==> src/rtl/hazard_pkg.sv <==
// Shared types, forwarding-select codes and Tnew lookup for the D-stage hazard controller.
package hazard_pkg;

    localparam int unsigned REG_W  = 5;
    localparam int unsigned CLS_W  = 3;
    localparam int unsigned FSEL_W = 3;
    localparam int unsigned TUSE_W = 2;

    typedef enum logic [CLS_W-1:0] {
        CLS_NONE = 3'd0,
        CLS_LINK = 3'd1,
        CLS_ALU  = 3'd2,
        CLS_MDR  = 3'd3,
        CLS_LOAD = 3'd4
    } cls_e;

    typedef enum logic [1:0] {
        STG_E = 2'd0,
        STG_M = 2'd1,
        STG_W = 2'd2
    } stage_e;

    localparam logic [FSEL_W-1:0] FSEL_PC8_E = 3'b000;
    localparam logic [FSEL_W-1:0] FSEL_PC8_M = 3'b001;
    localparam logic [FSEL_W-1:0] FSEL_ALU_M = 3'b010;
    localparam logic [FSEL_W-1:0] FSEL_MD_M  = 3'b011;
    localparam logic [FSEL_W-1:0] FSEL_RES_W = 3'b100;
    localparam logic [FSEL_W-1:0] FSEL_RF    = 3'b111;

    localparam logic [TUSE_W-1:0] TUSE_NONE = 2'd3;

    typedef struct packed {
        logic             valid;
        logic [REG_W-1:0] dst;
        cls_e             cls;
    } stage_rec_t;

    typedef struct packed {
        logic              stall;
        logic [FSEL_W-1:0] fsel;
    } fwd_t;

    localparam stage_rec_t REC_BUBBLE = '{valid: 1'b0, dst: '0, cls: CLS_NONE};

    // Cycles until a producer in the given stage has its result available.
    function automatic logic [TUSE_W-1:0] tnew(input cls_e cls, input stage_e stg);
        logic [TUSE_W-1:0] t;
        t = 2'd0;
        case (stg)
            STG_E: begin
                case (cls)
                    CLS_ALU:  t = 2'd1;
                    CLS_MDR:  t = 2'd1;
                    CLS_LOAD: t = 2'd2;
                    default:  t = 2'd0;
                endcase
            end
            STG_M:   t = (cls == CLS_LOAD) ? 2'd1 : 2'd0;
            default: t = 2'd0;
        endcase
        return t;
    endfunction

    // Forwarding select and stall for one D-stage operand; youngest matching stage wins.
    function automatic fwd_t operand_check(input logic [REG_W-1:0] src, input logic [TUSE_W-1:0] tuse,
                                           input stage_rec_t e, input stage_rec_t m, input stage_rec_t w);
        fwd_t r;
        r.stall = 1'b0;
        r.fsel  = FSEL_RF;
        if (src != '0) begin
            if (e.valid && (e.dst == src)) begin
                r.stall = (tnew(e.cls, STG_E) > tuse);
                if (e.cls == CLS_LINK) r.fsel = FSEL_PC8_E;
            end else if (m.valid && (m.dst == src)) begin
                r.stall = (tnew(m.cls, STG_M) > tuse);
                case (m.cls)
                    CLS_LINK: r.fsel = FSEL_PC8_M;
                    CLS_ALU:  r.fsel = FSEL_ALU_M;
                    CLS_MDR:  r.fsel = FSEL_MD_M;
                    default:  r.fsel = FSEL_RF;
                endcase
            end else if (w.valid && (w.dst == src)) begin
                r.fsel = FSEL_RES_W;
            end
        end
        return r;
    endfunction

endpackage

==> src/rtl/hazard_ctrl_if.sv <==
// D-stage operand/producer description in, forwarding selects and stall out.
interface hazard_ctrl_if;
    import hazard_pkg::*;

    logic [REG_W-1:0]  rs_D;
    logic [REG_W-1:0]  rt_D;
    logic [TUSE_W-1:0] tuse_rs_D;
    logic [TUSE_W-1:0] tuse_rt_D;
    logic [REG_W-1:0]  wr_D;
    logic [CLS_W-1:0]  cls_D;
    logic              md_start_D;
    logic              md_div_D;
    logic              md_use_D;
    logic [FSEL_W-1:0] fsel1_D;
    logic [FSEL_W-1:0] fsel2_D;
    logic              stall;
    logic              md_busy;

    modport master (
        output rs_D, rt_D, tuse_rs_D, tuse_rt_D, wr_D, cls_D, md_start_D, md_div_D, md_use_D,
        input  fsel1_D, fsel2_D, stall, md_busy
    );

    modport slave (
        input  rs_D, rt_D, tuse_rs_D, tuse_rt_D, wr_D, cls_D, md_start_D, md_div_D, md_use_D,
        output fsel1_D, fsel2_D, stall, md_busy
    );
endinterface

==> src/rtl/md_busy_counter.sv <==
// Multiply/divide busy counter: loads on issue into E, counts down to zero.
module md_busy_counter #(
    parameter int unsigned MULT_CYCLES = 5,
    parameter int unsigned DIV_CYCLES  = 10
) (
    input  logic clk,
    input  logic reset,
    input  logic i_load,
    input  logic i_div,
    output logic o_busy
);
    localparam int unsigned MAX_CYCLES = (DIV_CYCLES > MULT_CYCLES) ? DIV_CYCLES : MULT_CYCLES;
    localparam int unsigned CNT_W      = $clog2(MAX_CYCLES + 1);

    logic [CNT_W-1:0] r_count;

    // A load always beats the decrement; otherwise saturate at zero.
    always_ff @(posedge clk) begin
        if (reset) begin
            r_count <= '0;
        end else if (i_load) begin
            r_count <= i_div ? CNT_W'(DIV_CYCLES) : CNT_W'(MULT_CYCLES);
        end else if (r_count != '0) begin
            r_count <= r_count - CNT_W'(1);
        end
    end

    assign o_busy = (r_count != '0);
endmodule

==> src/rtl/hazard_ctrl.sv <==
// Decode-stage hazard controller: E/M/W producer tracking, forwarding selects, stall, MDU busy.
module hazard_ctrl
    import hazard_pkg::*;
#(
    parameter int unsigned MULT_CYCLES = 5,
    parameter int unsigned DIV_CYCLES  = 10
) (
    input  logic          clk,
    input  logic          reset,
    hazard_ctrl_if.slave  hz
);
    stage_rec_t r_e;
    stage_rec_t r_m;
    stage_rec_t r_w;
    logic       r_e_md;

    fwd_t w_rs;
    fwd_t w_rt;
    logic w_md_busy;
    logic w_md_stall;
    logic w_stall;
    logic w_md_load;

    // Per-operand hazard decisions, purely from the stage records and D inputs.
    always_comb begin
        w_rs = operand_check(hz.rs_D, hz.tuse_rs_D, r_e, r_m, r_w);
        w_rt = operand_check(hz.rt_D, hz.tuse_rt_D, r_e, r_m, r_w);
    end

    // HI/LO users wait while the MDU counts or an md op has just entered E.
    assign w_md_stall = hz.md_use_D & (w_md_busy | (r_e.valid & r_e_md));
    assign w_stall    = w_rs.stall | w_rt.stall | w_md_stall;
    assign w_md_load  = hz.md_start_D & ~w_stall;

    assign hz.fsel1_D = w_rs.fsel;
    assign hz.fsel2_D = w_rt.fsel;
    assign hz.stall   = w_stall;
    assign hz.md_busy = w_md_busy;

    // Pipeline advance; a stall injects a bubble into E while M and W keep moving.
    always_ff @(posedge clk) begin
        if (reset) begin
            r_e    <= REC_BUBBLE;
            r_m    <= REC_BUBBLE;
            r_w    <= REC_BUBBLE;
            r_e_md <= 1'b0;
        end else begin
            r_w <= r_m;
            r_m <= r_e;
            if (w_stall) begin
                r_e    <= REC_BUBBLE;
                r_e_md <= 1'b0;
            end else begin
                r_e    <= '{valid: 1'b1, dst: hz.wr_D, cls: cls_e'(hz.cls_D)};
                r_e_md <= hz.md_start_D;
            end
        end
    end

    md_busy_counter #(
        .MULT_CYCLES (MULT_CYCLES),
        .DIV_CYCLES  (DIV_CYCLES)
    ) u_md_busy_counter (
        .clk    (clk),
        .reset  (reset),
        .i_load (w_md_load),
        .i_div  (hz.md_div_D),
        .o_busy (w_md_busy)
    );
endmodule
==> src/flat_wrapper.sv <==
// flat-port wrapper written by rule: the top's interface ports become plain ports
module hazard_ctrl_flat import hazard_pkg::*;
#(
    parameter int unsigned MULT_CYCLES = 5,
    parameter int unsigned DIV_CYCLES  = 10
)
  (clk, reset, hz_rs_D, hz_rt_D, hz_tuse_rs_D, hz_tuse_rt_D, hz_wr_D, hz_cls_D, hz_md_start_D, hz_md_div_D, hz_md_use_D, hz_fsel1_D, hz_fsel2_D, hz_stall, hz_md_busy);
  hazard_ctrl_if hz_i ();
  input  logic clk;
  input  logic reset;
  input wire logic [$bits(hz_i.rs_D)-1:0] hz_rs_D;
  input wire logic [$bits(hz_i.rt_D)-1:0] hz_rt_D;
  input wire logic [$bits(hz_i.tuse_rs_D)-1:0] hz_tuse_rs_D;
  input wire logic [$bits(hz_i.tuse_rt_D)-1:0] hz_tuse_rt_D;
  input wire logic [$bits(hz_i.wr_D)-1:0] hz_wr_D;
  input wire logic [$bits(hz_i.cls_D)-1:0] hz_cls_D;
  input wire logic [$bits(hz_i.md_start_D)-1:0] hz_md_start_D;
  input wire logic [$bits(hz_i.md_div_D)-1:0] hz_md_div_D;
  input wire logic [$bits(hz_i.md_use_D)-1:0] hz_md_use_D;
  output wire logic [$bits(hz_i.fsel1_D)-1:0] hz_fsel1_D;
  output wire logic [$bits(hz_i.fsel2_D)-1:0] hz_fsel2_D;
  output wire logic [$bits(hz_i.stall)-1:0] hz_stall;
  output wire logic [$bits(hz_i.md_busy)-1:0] hz_md_busy;
  assign hz_i.rs_D = hz_rs_D;
  assign hz_i.rt_D = hz_rt_D;
  assign hz_i.tuse_rs_D = hz_tuse_rs_D;
  assign hz_i.tuse_rt_D = hz_tuse_rt_D;
  assign hz_i.wr_D = hz_wr_D;
  assign hz_i.cls_D = hz_cls_D;
  assign hz_i.md_start_D = hz_md_start_D;
  assign hz_i.md_div_D = hz_md_div_D;
  assign hz_i.md_use_D = hz_md_use_D;
  assign hz_fsel1_D = hz_i.fsel1_D;
  assign hz_fsel2_D = hz_i.fsel2_D;
  assign hz_stall = hz_i.stall;
  assign hz_md_busy = hz_i.md_busy;
  hazard_ctrl #(.MULT_CYCLES(MULT_CYCLES), .DIV_CYCLES(DIV_CYCLES)) u_core (.clk(clk), .reset(reset), .hz(hz_i));
endmodule
==> config.mk <==
export PLATFORM = sky130hd
export DESIGN_NAME = hazard_ctrl_flat
export DESIGN_NICKNAME = d
export VERILOG_FILES = /design/src/rtl/hazard_pkg.sv /design/src/rtl/hazard_ctrl_if.sv /design/src/rtl/md_busy_counter.sv /design/src/rtl/hazard_ctrl.sv /design/src/flat_wrapper.sv
export SDC_FILE = /design/constraint.sdc
export NUM_CORES = 1
export LEC_CHECK = 0
export CELL_PAD_IN_SITES_DETAIL_PLACEMENT = 1
export CELL_PAD_IN_SITES_GLOBAL_PLACEMENT = 1
export CORE_MARGIN = 2
export CORE_UTILIZATION = 40
export DETAILED_ROUTE_END_ITERATION = 12
export PLACE_DENSITY_LB_ADDON = 0.1
export SETUP_SLACK_MARGIN = 0.02
export SYNTH_ARGS = -nofsm -noshare
export SYNTH_HDL_FRONTEND = slang
export SYNTH_SLANG_ARGS = --single-unit
==> constraint.sdc <==
create_clock -name clk -period 3.5 [get_ports clk]
set_input_delay 0.7 -clock clk [delete_from_list [all_inputs] [get_ports clk]]
set_output_delay 0.7 -clock clk [all_outputs]
set_load 0.02 [all_outputs]
==> PnR_summary.wiki <==
{| class="wikitable"
! Metric !! Value
|-
| Status || complete, no violations
|-
| TritonCTS Sinks || 29
|-
| Critical path required time || between 2000 and 3000 ps
|-
| Chip Height || 67.9 µm
|-
| CTS max path bufs || 2
|-
| Class of the tightest hold or removal check || register to register
|-
| # rows || 23
|-
| Detail-routed net length per standard cell || 16.2 µm
|-
| Hold Path Cell Cnt || 1
|-
| Path length in cells of the critical path || 7
|-
| Endpoint class of the critical path || primary output
|-
| Total number of H-tree levels || 2
|-
| Area share of fa/ha/maj cells after synthesis || 6.13%
|-
| EDFF count, synth || 0
|-
| Total routing resource utilization after global routing || 23.3%
|-
| Met3 routing resource usage after global routing || 5.26%
|-
| Slew at the pin closest to its max-slew limit || between 400 and 500 ps
|-
| Tcrit/Tclk final || 98.3%
|-
| Number of antenna-violating nets in the routed design || 0
|-
| Setup Slack @ Placement || -463 ps
|-
| Most frequently used flop master after synthesis || dfxtp_1
|-
| Routability congestion estimate from global placement || 0.865
|-
| Pin count of the biggest net entering global routing || 15
|-
| DP Cell Count || 290
|-
| Residual DRC || 0
|-
| Post-Synthesis Cell Area || 1630 µm²
|-
| Number of violations of the max-capacitance limit || 0
|-
| Reg2Reg Depth || 8
|-
| Vias in the first global route || 1602
|-
| Dpl cell area || 2240 µm²
|-
| Series of cell instances along the critical path || clkdlybuf4s50_1 > or4_1 > nor2_2 > a211oi_1 > a22o_2 > or3_4 > buf_4
|-
| Number of library cell types mapped by synthesis || 37
|-
| Number of buffers and inverters on the critical path || 2
|-
| Area of the core region || roughly 4000 µm²
|-
| Overall via count from detail_route || 1514
|-
| Cell area power density || about 520 nW/µm²
|-
| Worst rel slew slack || 70.9%
|-
| Main combinational cell family by area after synthesis || simple AND/OR/NAND/NOR gates
|-
| Total negative setup slack || 0 ps
|-
| Standby leakage power || about 0.0010 µW
|-
| Mux share of post-synthesis cell area || 1.99%
|-
| Layer with the highest usage after global routing || met2
|-
| Antenna cell count || 0
|-
| Layout Cells excl Fill || 300
|-
| Worst path max stage delay || approximately 540 ps
|-
| Sum of net half-perimeters after detailed placement || 3.83 mm
|-
| Post-Layout Inst Area || 2370 µm²
|-
| Critical path fanouts, max || 2
|-
| Share of the yosys chip area belonging to registers || 35.5%
|-
| Root cell of the clock tree || clkbuf_8
|-
| Type of element launching the critical path || input pin
|-
| TritonCTS clock tree || done
|-
| Crit Path Class || input pin to primary output
|-
| Net count reported at finish || 284
|-
| Mapped Nets || roughly 220
|-
| Synth Area in Compound Gates || about 7.4%
|-
| Fraction of layout cells with a size suffix above 1 || about 23%
|-
| Number of antenna violations at the first check in global routing || 0
|-
| Simple logic cell fraction of the synthesized area || 29.1%
|-
| Delay-heaviest family, CP || simple AND/OR/NAND/NOR gates
|-
| Worst clock skew || between 6 and 7 ps
|-
| First-pass GRT wire length || 7.67 mm
|-
| Detailed-route vias per instance || 5.05
|-
| Die boundary width || 67.9 µm
|-
| Initial core utilization || between 40% and 50%
|-
| Total wire length || 4.87 mm
|-
| Router iterations before antenna repair || 4
|-
| Full die area || 4610 µm²
|-
| Total CTS buffers || 5
|-
| Number of placed I/O pins || 35
|-
| Number of synthesis warnings || 0
|-
| Port buffer count || 34
|-
| Total design power || 1230 µW
|-
| Synthesized instance count || 181
|-
| Critical Path Slowest Stage Cell || or4_1
|-
| Total count of hold-check failures in the final report || 0
|-
| Max frequency || 291 MHz
|-
| Violation count after the first detailed-routing iteration || 41
|-
| Clk slew on worst S/H paths || 70 ps
|-
| Setup Viol. Count Final || 0
|-
| RSZ-0062 raised after global routing || false
|-
| Fraction of registers with async set/reset || 0%
|-
| Overall overflow remaining after global route || 0
|-
| Clock Latency Late Sink || 280 ps
|-
| Signal arrival time at the worst endpoint || approximately 2700 ps
|-
| Maximum vdd drop || between 0.0003 and 0.0004 V
|-
| Fraction of met1 tracks used by global routing || 26.6%
|-
| Minimum period implied by the final worst setup slack || 3440 ps
|-
| Final number of max-transition violations || 0
|-
| Area overhead of the layout relative to synthesis || 45.3%
|-
| Fin worst setup slack || 60.3 ps
|-
| Met2 Resource Use GR || 41.7%
|-
| Post-synthesis share of cell area spent on xor and xnor gates || 17.2%
|-
| Mean instance size in the synthesized netlist || 9.03 µm²
|-
| Fillcell total || 467
|-
| Number of flip-flops and latches in the synthesized netlist || 29
|}
-- final cells by class --
type / count / area [µm²] / area share (%)
flip-flops and latches: 29 / 581 / 24.4
clock inverters: 1 / 30.0 / 1.26
inverters: 9 / 33.8 / 1.42
well taps: 50 / 62.6 / 2.63
clock buffers: 7 / 86.3 / 3.64
repair buffers: 64 / 546 / 23.0
multi-input cells: 140 / 1040 / 43.6
-- Yosys cell counts (all sizes together) (2+ instances only) --
cell / number / area [µm²]
dfxtp: 29 / 581
xor2: 22 / 193
nor2b: 15 / 93.8
nor2: 14 / 55.1
and2: 10 / 62.6
xnor2: 10 / 87.6
inv: 9 / 33.8
ha: 8 / 100
nand2: 8 / 30.0
nor3: 7 / 45.0
nor4: 6 / 52.6
a21oi: 5 / 25.0
o21ai: 5 / 25.0
or4: 4 / 35.0
clkbuf: 3 / 11.3
nand3: 3 / 15.0
nand4: 3 / 18.8
mux2: 2 / 22.5
nand2b: 2 / 12.5
nor3b: 2 / 15.0
o31ai: 2 / 15.0
or3: 2 / 12.5
-- kinds of logic (layout without fill, tap and decap cells) --
group / Yosys count / after routing
muxes: 3 / 3
and+or+nand+nor: 79 / 79
xor gates and xnor gates: 32 / 32
buffers and inverters: 12 / 81
adders and majority gates: 8 / 8
DFF: 29 / 29
AOI/OAI and AO/OA: 18 / 18
-- worst paths after layout --
kind,slack (ps),from,end
worst max-delay path,60,hz_rs_D[1],hz_stall
worst min register to register,500,u_core.r_e[2]$_SDFF_PP0_,u_core.r_m[2]$_SDFF_PP0_
worst min-delay path,500,u_core.r_e[2]$_SDFF_PP0_,u_core.r_m[2]$_SDFF_PP0_
worst max register to register,1100,u_core.r_m[1]$_SDFF_PP0_,u_core.u_md_busy_counter.r_count[0]$_SDFFE_PP0P_
-- repair_timing --
| action | in CTS | in global routing |
|---|---|---|
| gates resized for setup | 21 | 14 |
| hold buffers | 0 | 0 |
| hold endpoints to repair | 0 | 0 |
| setup buffers | 2 | 0 |
| pin swaps | 4 | 5 |
| endpoints found under the setup margin | 7 | 5 |
| cloned | 0 | 0 |
-- state kept, by name (all words and copies together) (netlist names) --
signal                            flops
u_core.r_e                            9
u_core.r_e_md                         1
u_core.u_md_busy_counter.r_count      4
u_core.r_m                            9
u_core.r_w                            6
-- layout by cell type (no fill, tap or decap), drive strengths merged, types with 2 or more instances in the layout --
cell and count:
buf 32, dfxtp 29, xor2 22, clkdlybuf4s50 22, nor2b 15, nor2 14, xnor2 10, and2 10
clkbuf 10, inv 9, nand2 8, ha 8, nor3 7, dlygate4sd2 6, nor4 6, a21oi 5
o21ai 5, or4 4, nand4 3, nand3 3, nor3b 2, nand2b 2, mux2 2, o31ai 2
or3 2
-- routing by layer --
metal  part of all wire, %  routed length (µm)
met2                    51                2460
met5                     0                   0
met4                   2.0                  98
met1                    44                2140
met3                   3.3                 162
-- metrics by stage --
stage	hold WS [ps]	utilization (%)
2_1_floorplan	453	-
3_3_place_gp	470	56.3
3_5_place_dp	471	56.3
4_1_cts	494	59.8
5_1_grt	515	59.8
6_report	498	59.8
-- report_power, final --
part	switching [µW]	internal [µW]	total (µW)
registers	49.4	384	434
clock network	128	232	360
logic	213	220	433
total	390	837	1230
Note: power is estimated with default switching activity, not from simulation.
